--- src/rtl/trade_pkg.sv ---
// rtl/trade_pkg.sv - shared types for the multi-asset trade engine
package trade_pkg;

    typedef enum logic [1:0] {
        IDLE     = 2'd0,
        PENDING  = 2'd1,
        COOLDOWN = 2'd2
    } chan_state_e;

    typedef enum logic {
        BUY  = 1'b0,
        SELL = 1'b1
    } side_e;

    // Field widths of the order record for the default build (4 assets, 64-bit prices)
    localparam int ORDER_ASSET_W = 2;
    localparam int ORDER_PRICE_W = 64;

    typedef struct packed {
        logic [ORDER_ASSET_W-1:0] asset;
        side_e                    side;
        logic [ORDER_PRICE_W-1:0] price;
    } order_t;

endpackage

--- src/rtl/trade_channel.sv ---
// rtl/trade_channel.sv - one price channel: thresholds, crossing compare, FSM, cooldown
module trade_channel
    import trade_pkg::*;
#(
    parameter int PRICE_W      = 64,
    parameter int COOLDOWN_CYC = 8
) (
    input  logic               clk,
    input  logic               rst_n,
    input  logic               price_valid,
    input  logic [PRICE_W-1:0] price,
    input  logic               cfg_we,
    input  logic [PRICE_W-1:0] cfg_buy_thr,
    input  logic [PRICE_W-1:0] cfg_sell_thr,
    input  logic               grant,
    output logic               pending,
    output side_e              pend_side,
    output logic [PRICE_W-1:0] pend_price,
    output logic               drop
);

    localparam int CNT_W = (COOLDOWN_CYC > 0) ? $clog2(COOLDOWN_CYC + 1) : 1;

    logic [PRICE_W-1:0] buy_thr;
    logic [PRICE_W-1:0] sell_thr;
    logic               is_buy;
    logic               is_sell;
    chan_state_e        state;
    logic [CNT_W-1:0]   cnt;

    // Threshold registers; reset values make both compares impossible (channel disabled)
    always_ff @(posedge clk or negedge rst_n) begin
        if (!rst_n) begin
            buy_thr  <= '0;
            sell_thr <= '1;
        end else if (cfg_we) begin
            buy_thr  <= cfg_buy_thr;
            sell_thr <= cfg_sell_thr;
        end
    end

    // Strict crossing compares against the currently programmed thresholds
    always_comb begin
        is_buy  = (price < buy_thr);
        is_sell = (price > sell_thr);
    end

    // Channel FSM: capture a crossing, wait for the arbiter, then sit out the cooldown
    always_ff @(posedge clk or negedge rst_n) begin
        if (!rst_n) begin
            state      <= IDLE;
            cnt        <= '0;
            pend_side  <= BUY;
            pend_price <= '0;
        end else begin
            case (state)
                IDLE: begin
                    if (price_valid && (is_buy || is_sell)) begin
                        state      <= PENDING;
                        pend_price <= price;
                        pend_side  <= is_buy ? BUY : SELL;
                    end
                end
                PENDING: begin
                    if (grant) begin
                        if (COOLDOWN_CYC == 0) begin
                            state <= IDLE;
                        end else begin
                            state <= COOLDOWN;
                            cnt   <= CNT_W'(COOLDOWN_CYC);
                        end
                    end
                end
                COOLDOWN: begin
                    if (cnt <= CNT_W'(1)) begin
                        state <= IDLE;
                    end else begin
                        cnt <= cnt - CNT_W'(1);
                    end
                end
                default: state <= IDLE;
            endcase
        end
    end

    assign pending = (state == PENDING);
    // Only samples lost while waiting for a grant are reported; cooldown discards are silent
    assign drop    = price_valid && (state == PENDING);

endmodule

--- src/rtl/multi_asset_trade_engine.sv ---
// rtl/multi_asset_trade_engine.sv - N price channels, round-robin arbiter, registered order stream
module multi_asset_trade_engine
    import trade_pkg::*;
#(
    parameter int NUM_ASSETS   = 4,
    parameter int PRICE_W      = 64,
    parameter int COOLDOWN_CYC = 8,
    parameter int DROP_W       = 16
) (
    input  logic                          clk,
    input  logic                          rst_n,
    input  logic [NUM_ASSETS-1:0]         price_valid,
    input  logic [NUM_ASSETS*PRICE_W-1:0] price,
    input  logic                          cfg_we,
    input  logic [$clog2(NUM_ASSETS)-1:0] cfg_addr,
    input  logic [PRICE_W-1:0]            cfg_buy_thr,
    input  logic [PRICE_W-1:0]            cfg_sell_thr,
    output logic                          order_valid,
    input  logic                          order_ready,
    output logic [$clog2(NUM_ASSETS)-1:0] order_asset,
    output logic                          order_side,
    output logic [PRICE_W-1:0]            order_price,
    output logic [DROP_W-1:0]             drop_count
);

    localparam int AW = $clog2(NUM_ASSETS);

    logic [NUM_ASSETS-1:0] ch_cfg_we;
    logic [NUM_ASSETS-1:0] ch_pending;
    logic [NUM_ASSETS-1:0] ch_drop;
    logic [NUM_ASSETS-1:0] ch_grant;
    side_e                 ch_side  [NUM_ASSETS];
    logic [PRICE_W-1:0]    ch_price [NUM_ASSETS];

    logic                  loadable;
    logic                  found;
    int                    gidx;
    logic [AW-1:0]         rr_ptr;
    int                    ndrop;
    logic [DROP_W:0]       drop_sum;
    logic [DROP_W-1:0]     drop_next;

    for (genvar i = 0; i < NUM_ASSETS; i++) begin : g_chan
        // Out-of-range addresses match no channel, so such writes fall on the floor
        assign ch_cfg_we[i] = cfg_we && (int'(cfg_addr) == i);

        trade_channel #(
            .PRICE_W      (PRICE_W),
            .COOLDOWN_CYC (COOLDOWN_CYC)
        ) u_chan (
            .clk          (clk),
            .rst_n        (rst_n),
            .price_valid  (price_valid[i]),
            .price        (price[i*PRICE_W +: PRICE_W]),
            .cfg_we       (ch_cfg_we[i]),
            .cfg_buy_thr  (cfg_buy_thr),
            .cfg_sell_thr (cfg_sell_thr),
            .grant        (ch_grant[i]),
            .pending      (ch_pending[i]),
            .pend_side    (ch_side[i]),
            .pend_price   (ch_price[i]),
            .drop         (ch_drop[i])
        );
    end

    // Round-robin search: first pending channel at or after rr_ptr, granted only when the output can load
    always_comb begin
        found    = 1'b0;
        gidx     = 0;
        ch_grant = '0;
        loadable = !order_valid || order_ready;
        for (int k = 0; k < NUM_ASSETS; k++) begin
            if (!found && ch_pending[(int'(rr_ptr) + k) % NUM_ASSETS]) begin
                found = 1'b1;
                gidx  = (int'(rr_ptr) + k) % NUM_ASSETS;
            end
        end
        if (loadable && found) begin
            ch_grant[gidx] = 1'b1;
        end
    end

    // Output register: reload on acceptance or when empty; hold everything under backpressure
    always_ff @(posedge clk or negedge rst_n) begin
        if (!rst_n) begin
            order_valid <= 1'b0;
            order_asset <= '0;
            order_side  <= 1'b0;
            order_price <= '0;
            rr_ptr      <= '0;
        end else if (loadable) begin
            order_valid <= found;
            if (found) begin
                order_asset <= AW'(gidx);
                order_side  <= ch_side[gidx];
                order_price <= ch_price[gidx];
                rr_ptr      <= AW'((gidx + 1) % NUM_ASSETS);
            end
        end
    end

    // Several channels can drop in one cycle; add them all and clamp at all-ones
    always_comb begin
        ndrop = 0;
        for (int k = 0; k < NUM_ASSETS; k++) begin
            ndrop = ndrop + int'(ch_drop[k]);
        end
        drop_sum  = {1'b0, drop_count} + (DROP_W+1)'(ndrop);
        drop_next = drop_sum[DROP_W] ? '1 : drop_sum[DROP_W-1:0];
    end

    // Saturating drop counter
    always_ff @(posedge clk or negedge rst_n) begin
        if (!rst_n) begin
            drop_count <= '0;
        end else begin
            drop_count <= drop_next;
        end
    end

endmodule

--- config.mk ---
export PLATFORM = sky130hd
export DESIGN_NAME = multi_asset_trade_engine
export DESIGN_NICKNAME = d
export VERILOG_FILES = /design/src/rtl/trade_pkg.sv /design/src/rtl/trade_channel.sv /design/src/rtl/multi_asset_trade_engine.sv
export SDC_FILE = /design/constraint.sdc
export NUM_CORES = 2
export LEC_CHECK = 0
export BUFFER_PORTS_ARGS = -buffer_cell sky130_fd_sc_hd__buf_2
export CAP_MARGIN = 20
export CELL_PAD_IN_SITES_DETAIL_PLACEMENT = 1
export CELL_PAD_IN_SITES_GLOBAL_PLACEMENT = 1
export CORE_ASPECT_RATIO = 1.1
export CORE_UTILIZATION = 26
export CTS_CLUSTER_DIAMETER = 60
export CTS_CLUSTER_SIZE = 8
export DETAILED_ROUTE_END_ITERATION = 7
export HOLD_SLACK_MARGIN = 0.12
export PLACE_DENSITY = 0.59
export REMOVE_ABC_BUFFERS = 1
export SLEW_MARGIN = 20
export SYNTH_ARGS = -nofsm -noshare
export SYNTH_HDL_FRONTEND = slang
export SYNTH_SLANG_ARGS = --single-unit
--- constraint.sdc ---
create_clock -name clk -period 5.75 [get_ports clk]
set_input_delay 1.15 -clock clk [delete_from_list [all_inputs] [get_ports clk]]
set_output_delay 1.15 -clock clk [all_outputs]
set_load 0.05 [all_outputs]
==> impl_metrics.py <==
metrics = {
    "grt": {
        "grt_first_pass_wirelength_um": 263000,
        "antenna_found_initial": 47,
        "grt_overflow": 0,
        "grt.total_usage_pct": 19.4,
        "first_global_vias": 38800,
        "grt_max_degree": 143,
    },
    "sta": {
        "fin_setup_tns_ns": 0,
        "fmax_ghz": 0.225,
        "period_minus_slack_ns": 4.45,
        "fin_skew_ns": 0.0524,
        "setup_viol": 0,
        "slew_viol_final": 0,
        "rsz0062_at_grt": "no",
        "hold_ws_ns": 0.379,
        "hold_viol_final": 0,
        "tightest_slew_ns": 1.07,
        "period_share_pct": 77.4,
        "relSlewSlack_pct": 28.7,
    },
    "die": {
        "coreArea_sq_um": 182000,
        "ios": 478,
        "start_util_pct": 26.3,
        "rows": 164,
        "die_area_sq_um": 186000,
        "die_x_um": 411,
        "die_h_um": 452,
    },
    "critical_path": {
        "worst-path-buf-inv": 2,
        "reg2reg_from": "g_chan[3].u_chan.sell_thr[37]",
        "cp.arrival_ns": 5.13,
        "cp-startpoint": "price[2]",
        "slowest_delay_ns": 0.62,
        "start_kind": "input port",
        "cpMaxStageDelayCell": "o311ai_1",
        "cp.required_ns": 6.42,
        "r2r_end": "g_chan[3].u_chan.pend_price[31]",
        "worstPathCellList": "buf_2 -> ha_1 -> a211o_1 -> a31oi_1 -> o311a_1 -> nor3_1 -> o311ai_1 -> a311oi_1 -> o21ai_0 -> a21o_4 -> buf_12 -> mux2_2",
        "endpoint_kind": "flip-flop",
        "path_class": "in2reg",
        "path_delay_family": "compound AO/OA/AOI/OAI gates",
        "worstPathMaxFanout": 25,
        "ff2ff_path_depth": 12,
        "r2r_setup_slack_ns": 1.33,
    },
    "clock_network": {
        "post_cts_buffers": 0,
        "htreeDepth": 4,
        "root_buffer": "clkbuf_16",
        "cts.sinks": 882,
        "cts_tree": "built",
        "ctsLongestPathBuffers": 3,
        "cts_buffers": 143,
        "clk_latency_ns": 0.82,
        "clk_pin_slew_ns": 0.05,
        "holdBufCountCts": 0,
        "cts_resized": 0,
    },
    "routing": {
        "routedWlPerCell_um": 23.6,
        "drt-pass1-iter-count": 5,
        "drtIter0Drc": 1565,
        "viasPerCell": 4.72,
        "drcViolationCount": 0,
        "vias": 35900,
        "routed_wl_um": 180000,
        "ant_nets": 0,
    },
    "yosys": {
        "yosys-top-cells-count": "nand2_1, dfrtp_1, mux2_2",
        "syn_inst": 4547,
        "async_reset_ff_share_pct": 100,
        "synth_area_per_cell_sq_um": 10.5,
        "syn-cell-area_sq_um": 47900,
        "yosysTopAreaCellShare_pct": 32.7,
        "ys_ff_latch": 882,
        "synth_cell_types": 61,
        "yosysMostFrequentCell": "nand2_1",
        "ys.warnings.count": 0,
        "synth_top_cells_by_area": "dfrtp_1, dfstp_2, mux2_2, ha_1, nand2_1",
        "yosysSeqAreaShare_pct": 46.7,
        "synth-edff-count": 0,
        "yosysTopAreaCell": "dfrtp_1",
        "ys.flop_type": "dfrtp_1",
    },
    "place": {
        "gp_congestion": 0.832,
        "dp_hpwl_um": 137000,
        "portBuffers": 477,
    },
    "final_layout": {
        "drive_gt1_share_pct": 31.8,
        "fin_nets": 5991,
        "post-route-util_pct": 31.9,
        "areaGrowthSynthToFinish_pct": 21.3,
    },
    "outcome": {
        "run_status": "finished clean",
    },
    "power": {
        "p_per_area_nw_per_um2": 502,
        "leakage_nw": 27.4,
        "peakVddDrop_mv": 0.597,
    },
    "job": {
        "cap_viol_max_count": 0,
    },
    "worst_hold_path": {
        "hp-class": "in2async",
    },
}
worst register-to-register path, delay by kind of cell (launching register included):
family,cells,cell delay (ns)
DFF,1,0.54
buffers and inverters,3,0.64
muxes,1,0.36
adders and majority gates,1,0.28
and+or+nand+nor,1,0.53
AOI/OAI and AO/OA,6,1.97
cell usage in the layout (no fill, tap or decap), types with 41 or more instances in the layout:
| cell | count |
|---|---|
| a21o_1 | 48 |
| a21oi_1 | 198 |
| buf_2 | 476 |
| buf_4 | 41 |
| clkbuf_1 | 77 |
| clkbuf_16 | 144 |
| dfrtp_1 | 626 |
| dfstp_2 | 256 |
| ha_1 | 521 |
| inv_1 | 533 |
| mux2_2 | 593 |
| mux2_4 | 49 |
| nand2_1 | 676 |
| nand3_1 | 127 |
| nand4_1 | 88 |
| nor2_1 | 84 |
| o21ai_0 | 318 |
report_power, final:
part | internal [W] | switching, W | leakage [nW]
combinational | 0.00412 | 0.00720 | 15.1
clock | 0.00495 | 0.00342 | 2.15
sequential | 0.00845 | 0.00104 | 10.2
total | 0.0175 | 0.0117 | 27.4
through the flow:
stage	power [W]	instance area (sq um)	instances	worst slack (ns)
final	0.0292	58100	7613	1.30
after CTS	0.0297	58100	7598	1.10
after detailed placement	0.0211	53500	7335	0.264
after global placement	0.0207	53500	7333	-1.44
after floorplan	0.0166	47300	4388	-8.54
after global routing	0.0311	58100	7602	1.04
logic make-up (layout without fill, tap and decap cells):
group	after synthesis	in the layout	synth area share (%)
AND/OR/NAND/NOR	1107	1107	10.2
multiplexers	643	643	15.5
flip-flops	882	882	46.7
adder cells (fa/ha/maj)	524	524	13.7
XOR/XNOR	16	16	0.292
buffers and inverters	693	1337	5.57
other	0	15	0
AO/OA/AOI/OAI	682	682	8.02
layout make-up:
type | count | area, sq um
timing repair buffer | 540 | 3150
inverter | 534 | 2010
sequential | 882 | 22400
tap | 2407 | 3010
clock inverter | 36 | 593
multi-input combinational | 2972 | 23000
fill | 20500 | 124000
antenna | 15 | 37.5
clock buffer | 227 | 3980
worst max-delay path by stage:
stage | to | cells past startpoint
3_3_place_gp | g_chan[3].u_chan.pend_price[42] | 11
3_5_place_dp | g_chan[0].u_chan.pend_price[17] | 12
2_1_floorplan | g_chan[0].u_chan.sell_thr[0] | 2
5_1_grt | g_chan[0].u_chan.pend_price[29] | 12
6_report | g_chan[0].u_chan.pend_price[17] | 12
4_1_cts | g_chan[0].u_chan.pend_price[17] | 12
per-layer routing:
metal | vias up | global-route usage [%] | wire length [um]
met5 | - | 0 | 281
met4 | 44 | 6.30 | 5460
met3 | 283 | 3.98 | 8380
met2 | 669 | 33.1 | 88000
met1 | 18300 | 24.2 | 77800
li1 | 16700 | - | -
flip-flops by register name, indices dropped and copies added, names as in the netlist:
signal                    count
drop_count                   16
order_asset                   2
g_chan.u_chan.sell_thr      256
g_chan.u_chan.cnt            16
order_side                    1
rr_ptr                        2
g_chan.u_chan.buy_thr       256
g_chan.u_chan.pend_price    256
g_chan.u_chan.pend_side       4
order_valid                   1
g_chan.u_chan.state           8
order_price                  64
(Power assumes the default switching activity.)
